<file path="config.mk">
export PLATFORM = sky130hd
export DESIGN_NAME = ahb_split_slave
export DESIGN_NICKNAME = d
export VERILOG_FILES = /design/src/rtl/ahb_split_slave.sv
export SDC_FILE = /design/constraint.sdc
export NUM_CORES = 1
export LEC_CHECK = 0
export CORE_MARGIN = 8
export CORE_UTILIZATION = 60
export DETAILED_ROUTE_END_ITERATION = 16
export PLACE_DENSITY = 0.8
export SETUP_SLACK_MARGIN = 0.05
export SKIP_LAST_GASP = 1
export SLEW_MARGIN = 40
export SYNTH_ARGS = -nofsm -noshare
export SYNTH_HDL_FRONTEND = slang
export SYNTH_SLANG_ARGS = --single-unit
</file>
<file path="constraint.sdc">
create_clock -name HCLK -period 43.9 [get_ports HCLK]
set_input_delay 8.78 -clock HCLK [delete_from_list [all_inputs] [get_ports HCLK]]
set_output_delay 8.78 -clock HCLK [all_outputs]
set_load 0.005 [all_outputs]
</file>
<file path="src/rtl/ahb_split_slave.sv">
`default_nettype none
// ============================================================================
// ahb_split_slave
// AHB register-file slave that issues SPLIT, RETRY and ERROR responses.
// Rev 1.0
// ============================================================================
module ahb_split_slave #(
  parameter int MEM_WORDS     = 16,
  parameter int SPLIT_LATENCY = 4,
  parameter int SLOW_BIT      = 11
) (
  input  logic        HCLK,
  input  logic        HRESET,
  input  logic        HSEL,
  input  logic [31:0] HADDR,
  input  logic [1:0]  HTRANS,
  input  logic        HWRITE,
  input  logic [2:0]  HSIZE,
  input  logic [31:0] HWDATA,
  input  logic [3:0]  HMASTER,
  input  logic        HMASTLOCK,
  input  logic        HREADY,
  output logic        HREADYOUT,
  output logic [1:0]  HRESP,
  output logic [31:0] HRDATA,
  output logic [15:0] HSPLIT
);

  localparam int          IW       = (MEM_WORDS > 1) ? $clog2(MEM_WORDS) : 1;
  localparam logic [1:0]  C_OKAY   = 2'b00;
  localparam logic [1:0]  C_ERROR  = 2'b01;
  localparam logic [1:0]  C_RETRY  = 2'b10;
  localparam logic [1:0]  C_SPLIT  = 2'b11;
  localparam logic [7:0]  C_LAT_M1 = 8'(SPLIT_LATENCY - 1);

  typedef enum logic [1:0] {S_IDLE, S_WAIT, S_RESP1, S_RESP2} state_t;
  typedef enum logic [1:0] {T_NONE, T_COUNT, T_READY} trk_t;

  state_t          state_q, state_d;
  logic [1:0]      code_q, code_d;
  logic [IW-1:0]   idx_q, idx_d;
  logic            dph_rd_q, dph_rd_d;
  logic            dph_wr_q, dph_wr_d;
  trk_t            trk_q, trk_d;
  logic [3:0]      trk_mst_q, trk_mst_d;
  logic [IW-1:0]   trk_idx_q, trk_idx_d;
  logic            armed_q, armed_d;
  logic [7:0]      cnt_q, cnt_d;
  logic [31:0]     mem_q [MEM_WORDS];

  logic            w_ready;
  logic            w_accept;
  logic [IW-1:0]   w_idx;
  logic            w_slow;
  logic            w_pulse;
  logic            w_unused;

  assign w_ready  = (state_q != S_WAIT) && (state_q != S_RESP1);
  assign w_accept = HSEL && HREADY && HTRANS[1] && w_ready;
  assign w_idx    = HADDR[IW+1:2];
  assign w_slow   = HADDR[SLOW_BIT];
  assign w_pulse  = (trk_q == T_COUNT) && armed_q && (cnt_q == 8'd0);
  assign w_unused = ^{HADDR[31:IW+2], HADDR[1:0], HTRANS[0]};

  assign HREADYOUT = w_ready;
  assign HRESP     = ((state_q == S_RESP1) || (state_q == S_RESP2)) ? code_q : C_OKAY;
  assign HRDATA    = ((state_q == S_IDLE) && dph_rd_q) ? mem_q[idx_q] : 32'd0;
  assign HSPLIT    = w_pulse ? (16'd1 << trk_mst_q) : 16'd0;

  always_comb begin
    state_d   = S_IDLE;
    code_d    = code_q;
    idx_d     = idx_q;
    dph_rd_d  = 1'b0;
    dph_wr_d  = 1'b0;
    trk_d     = trk_q;
    trk_mst_d = trk_mst_q;
    trk_idx_d = trk_idx_q;
    armed_d   = armed_q;
    cnt_d     = cnt_q;

    if (state_q == S_WAIT) begin
      dph_rd_d = dph_rd_q;
    end else if (state_q == S_RESP1) begin
      state_d = S_RESP2;
    end

    // Countdown starts only once the SPLIT response has fully completed
    if ((state_q == S_RESP2) && (code_q == C_SPLIT)) begin
      armed_d = 1'b1;
      cnt_d   = C_LAT_M1;
    end else if ((trk_q == T_COUNT) && armed_q) begin
      if (cnt_q == 8'd0) begin
        trk_d   = T_READY;
        armed_d = 1'b0;
      end else begin
        cnt_d = cnt_q - 8'd1;
      end
    end

    if (w_accept) begin
      idx_d = w_idx;
      if (HSIZE != 3'b010) begin
        state_d = S_RESP1;
        code_d  = C_ERROR;
      end else if (HWRITE) begin
        dph_wr_d = 1'b1;
      end else if (!w_slow) begin
        dph_rd_d = 1'b1;
      end else if (HMASTLOCK) begin
        state_d  = S_WAIT;
        dph_rd_d = 1'b1;
      end else if (trk_q == T_NONE) begin
        state_d   = S_RESP1;
        code_d    = C_SPLIT;
        trk_d     = T_COUNT;
        trk_mst_d = HMASTER;
        trk_idx_d = w_idx;
        armed_d   = 1'b0;
      end else if ((trk_q == T_READY) && (trk_mst_q == HMASTER) && (trk_idx_q == w_idx)) begin
        dph_rd_d = 1'b1;
        trk_d    = T_NONE;
      end else begin
        state_d = S_RESP1;
        code_d  = C_RETRY;
      end
    end
  end

  always_ff @(posedge HCLK or posedge HRESET) begin
    if (HRESET) begin
      state_q   <= S_IDLE;
      code_q    <= C_OKAY;
      idx_q     <= '0;
      dph_rd_q  <= 1'b0;
      dph_wr_q  <= 1'b0;
      trk_q     <= T_NONE;
      trk_mst_q <= 4'd0;
      trk_idx_q <= '0;
      armed_q   <= 1'b0;
      cnt_q     <= 8'd0;
    end else begin
      state_q   <= state_d;
      code_q    <= code_d;
      idx_q     <= idx_d;
      dph_rd_q  <= dph_rd_d;
      dph_wr_q  <= dph_wr_d;
      trk_q     <= trk_d;
      trk_mst_q <= trk_mst_d;
      trk_idx_q <= trk_idx_d;
      armed_q   <= armed_d;
      cnt_q     <= cnt_d;
    end
  end

  always_ff @(posedge HCLK or posedge HRESET) begin
    if (HRESET) begin
      for (int i = 0; i < MEM_WORDS; i++) begin
        mem_q[i] <= 32'd0;
      end
    end else if (dph_wr_q) begin
      mem_q[idx_q] <= HWDATA;
    end
  end

endmodule
`default_nettype wire

</file>
======== Word-level counts from Yosys, hierarchy flattened ========
Index checks and enable logic that the tools add are counted.
operators by class
  $add $sub $neg .......................... 1
  order comparisons ....................... 2
  eq/ne operators ......................... 15
  shifts and indexed selects .............. 1
  mux-type cells .......................... 57
  bitwise gates (word level) .............. 4
  reductions and logical operators ........ 20
operators by type and width
  kind                  number
  $bwmux 512            1
  $bmux 32 s4           1
  $demux 32 s4          1
  $mux 32               4
  $mux 2                26
  $mux 8                3
  $mux 1                20
  $mux 16               1
  $shl 1x4->16 const A  1
  $logic_and 1x1->1     11
  $eq 2x2->1 const B    4
  $eq 4x4->1            2
  $logic_not 8->1       1
  $sub 8x1->8 const B   1
  $ne 2x1->1 const B    3
  $reduce_and 6->1      1
  $ge 5x5->1 const B    1
  $lt 5x1->1 const B    1
  $not 4->5             1
  $reduce_and 5->1      1
  $eq 2x1->1 const B    2
  $logic_not 2->1       2
  $ne 2x2->1 const B    2
  $reduce_bool 2->1     2
  other kinds (5)       7
word-level totals
  register bits after elaboration ......... 541
  output and inout port bits .............. 51
  word-level logic and storage cells ...... 126

======== Longest topological paths before layout ========
  depth after elaboration ................. 11
  gate-level depth with buffers ........... 7
  depth with buffers taken out ............ 7

======== Least setup slack after synthesis ========
No wires, ideal clock.
  path type ............................... register to output
  start point ............................. register idx_q[0]
  end point ............................... output HRDATA[23]
  arrival time ............................ 1.610 ns
  slack ................................... 33.510 ns
  cell stages (with the launch flop) ...... 7
  cell sequence ........................... dfrtp_1 > buf_2 > buf_4 > buf_4 > mux4_2 > mux2i_1 > o22ai_1
on the way
  word-level cells in the longest chain between the ends .. 5
RTL lines
  element                                      line  text
  from (decl)                                  41    logic [IW-1:0] idx_q, idx_d;
  from (signal assigned)                       145   idx_q <= idx_d;
  $not 4->5 (implied by the code)              67    assign HRDATA = ((state_q == S_IDLE) && dph_rd_q) ? mem_q[idx_q] : 32'd0;
  $bmux 32 s4                                  67
  $mux 32 (implied by the code) (2 in series)  67
  $mux 32                                      67
  to (decl)                                    25    output logic [31:0] HRDATA,
Every way passes these cells. The select of a mux whose other input is x is not followed.

======== Worst setup path in the final report ========
  start point ............................. register idx_q[0]
  end point ............................... output HRDATA[10]
The elaborated chain is that of the path after synthesis.

==> results.sh <==
export IMPL_pwr_share_comb_pct=21.6
export IMPL_path_class="reg2out"
export IMPL_finalWirelength_microns=55560
export IMPL_yosysUniqueCellTypes=53
export IMPL_ys_ff_latch=541
export IMPL_p_per_area_nw_per_um2=46.07
export IMPL_fin_setup_tns_ps=0
export IMPL_max_slew_margin_pct=43.24
export IMPL_rsz0062_at_grt="no"
export IMPL_dr_pass1_iters=5
export IMPL_cts_setup_buffers=0
export IMPL_dp_cells=2102
export IMPL_syn_inst=1575
export IMPL_synth_largest_area_cell="dfrtp_1"
export IMPL_drv_cap=0
export IMPL_tightest_slew_ps=851.4
export IMPL_synth_compound_area_share_pct=1.355
export IMPL_setup_viol=0
export IMPL_seqPwrFrac_pct=43.5
export IMPL_synthAdderAreaFrac_pct=0.2528
export IMPL_cts_resized=0
export IMPL_grt_pass1_vias=15326
export IMPL_arrival_ps=4340
export IMPL_clock_power_share_pct=34.9
export IMPL_yosysWarningCount=0
export IMPL_hp_class="reg2reg"
export IMPL_drive_gt1_share_pct=46.78
export IMPL_synth_top_area_share_pct=54.71
export IMPL_initial_core_util_pct=60.74
export IMPL_design_area_sq_um=27900
export IMPL_swShare_pct=27.03
export IMPL_period_share_pct=29.90
export IMPL_worstSetupEndpoint="HRDATA[10]"
export IMPL_synth_top_family_by_area="multiplexers"
export IMPL_ys_async_sr_fraction_pct=100.0
export IMPL_synth_xor_area_share_pct=0.4955
export IMPL_crit_required_ps=35120
export IMPL_finalNonFillerCells=2194
export IMPL_r2r_end="mem_q[395]"
export IMPL_root_buffer="clkbuf_16"
export IMPL_numCtsBuffers=55
export IMPL_dp_hpwl_microns=31700
export IMPL_vias_per_cell=6.333
export IMPL_synth_edf_count=0
export IMPL_synth_area_sq_um=24750
export IMPL_grtUsageTotal_pct=23.84
export IMPL_nets=1712
export IMPL_p_sw_mw=0.3474
export IMPL_wl_per_cell_microns=25.32
export IMPL_p_leak_nw=12.52
export IMPL_grt_max_degree=118
export IMPL_syn_to_final_growth_pct=12.75
export IMPL_whs_ps=490.8
export IMPL_synthMuxAreaShare_pct=37.90
export IMPL_ios=130
export IMPL_fmax_mhz=76.19
export IMPL_dieWidth_microns=219.1
export IMPL_cts_max_path_buffers=3
export IMPL_rows=74
export IMPL_reg2reg_depth=6
export IMPL_cts_tree="yes"
export IMPL_io_buffers=101
export IMPL_ff2ff_setup_slack_ps=40190
export IMPL_clock_sinks=541
export IMPL_core_region_area_sq_um=40740
export IMPL_syn_area_per_cell_sq_um=15.71
export IMPL_cts_hold_buf=0
export IMPL_postRouteAntennaNets=0
export IMPL_cp_startpoint="idx_q[0]"
export IMPL_internal_power_mw=0.9379
export IMPL_skew_ps=11.26
export IMPL_seq_area_frac_synth_pct=54.71
export IMPL_grt_first_pass_wirelength_microns=88350
export IMPL_drt_iter0_markers=1096
export IMPL_cp_start_kind="flop"
export IMPL_die_area_sq_um=48000
export IMPL_antenna_found_initial=2
export IMPL_drc_errors=0
export IMPL_synthFlopType="dfrtp_1"
export IMPL_fin_crit_ps=13120
export IMPL_synth_fp_nets=1659
export IMPL_post_dp_cell_area_sq_um=26160
export IMPL_die_y_microns=219.1
export IMPL_hold_viol=0
export IMPL_clk_latency_ps=590
export IMPL_vdd_drop_max_v=0.00005183
export IMPL_fin_util_pct=68.49
export IMPL_critPathMaxFanout=52
export IMPL_status="completed"
export IMPL_end_kind="primary output"
export IMPL_synth_simple_area_share_pct=2.488
export IMPL_slew_viol_final=0
export IMPL_gp_congestion=0.7646
export IMPL_timing_rr_start="idx_q[0]"
export IMPL_total_power_mw=1.285
export IMPL_vias=13895
export IMPL_clk_pin_slew_worst_paths_ps=60
export IMPL_overflow=0
export IMPL_htreeDepth=2
export IMPL_place_ws_ps=31230
export IMPL_setup_ws_ps=30780
export IMPL_synth_area_top_cells="dfrtp_1 (55%), mux2_2 (23%), mux4_2 (12%)"
==> power by group through the flow <==
stage | combinational [mW] | clock (mW) | sequential (mW)
after floorplan | 0.244 | 0 | 0.539
after global placement | 0.260 | 0 | 0.577
after detailed placement | 0.273 | 0 | 0.573
after CTS | 0.274 | 0.456 | 0.564
after global routing | 0.300 | 0.476 | 0.563
final | 0.277 | 0.449 | 0.559
==> critical path: stages (launching register included) <==
cell	delay, ps
dfrtp_4	730
buf_12	260
buf_6	600
buf_6	620
mux4_2	590
mux2i_1	200
o22ai_1	190
clkdlybuf4s50_1	500
==> state kept, by name, summed over array words and instances (netlist names) <==
| signal | flops |
|---|---|
| armed_q | 1 |
| cnt_q | 8 |
| code_q | 2 |
| dph_rd_q | 1 |
| dph_wr_q | 1 |
| idx_q | 4 |
| mem_q | 512 |
| state_q | 2 |
| trk_idx_q | 4 |
| trk_mst_q | 4 |
| trk_q | 2 |
==> placed cells by master, fill, tap and decap left out, types with 3 or more instances in the layout <==
master,netlist,layout
a21oi_1,3,3
a31oi_1,4,4
buf_12,0,3
buf_4,15,20
buf_6,3,5
clkbuf_1,48,15
clkbuf_16,0,57
clkbuf_8,0,11
clkdlybuf4s50_1,0,101
clkinv_2,0,6
dfrtp_1,541,538
dfrtp_4,0,3
ha_1,5,5
inv_1,9,8
mux2_1,9,9
mux2_2,511,511
mux2i_1,64,64
mux4_2,128,128
nand2_1,20,19
nand2b_1,10,7
nand2b_2,0,3
nand3_1,5,4
nand3b_1,4,4
nand4_1,3,3
nor2_1,35,26
nor2_4,0,9
nor3_1,5,5
o21ai_0,3,3
o22ai_1,32,32
xor2_1,13,13
==> kinds of logic (layout without fill, tap and decap cells) <==
group	Yosys count	after routing
xor gates and xnor gates	14	14
DFF	541	541
and+or+nand+nor	109	109
buffers and inverters	144	230
AOI/OAI and AO/OA	50	50
other	0	1
adders and majority gates	5	5
muxes	712	712
==> cell type report <==
class / instances / area (sq um)
Clock buffer: 82 / 1620
Timing Repair Buffer: 131 / 1319
Sequential cell: 541 / 13550
Clock inverter: 8 / 90.09
Fill cell: 2712 / 12840
Multi-Input combinational cell: 890 / 10610
Tap cell: 532 / 665.6
Antenna cell: 1 / 2.502
Inverter: 9 / 46.29
==> worst min-delay path by stage <==
stage	startpoint	cells past startpoint	to
6_report	mem_q[469]	1	mem_q[469]
5_1_grt	mem_q[52]	1	mem_q[52]
4_1_cts	mem_q[467]	1	mem_q[467]
3_5_place_dp	mem_q[113]	1	mem_q[113]
3_3_place_gp	mem_q[387]	1	mem_q[387]
2_1_floorplan	mem_q[387]	1	mem_q[387]
==> cells in the mapped netlist (2+ instances only) <==
library cell    n
mux2i_1        64
xor2_1         13
mux2_2        511
buf_4          15
nor3_2          2
o22ai_1        32
ha_1            5
buf_1          10
nand4b_1        2
dfrtp_1       541
nand2b_1       10
buf_2          59
and3_1          2
mux2_1          9
clkbuf_1       48
nand2_1        20
or3_4           2
a31oi_1         4
o21ai_0         3
nand4_1         3
a21oi_1         3
nor2_1         35
mux4_2        128
or3_1           2
buf_6           3
nand3_1         5
nand3b_1        4
nor3_1          5
inv_1           9
nor2b_1         3
==> layer usage <==
layer	vias to the layer above	wire (microns)	global-route usage (%)
met1	7522	23660	32.13
met3	92	3018	4.392
met4	2	1315	7.095
met5	-	13	0
li1	5945	-	-
met2	334	27550	39.44
(Power assumes the default switching activity.)
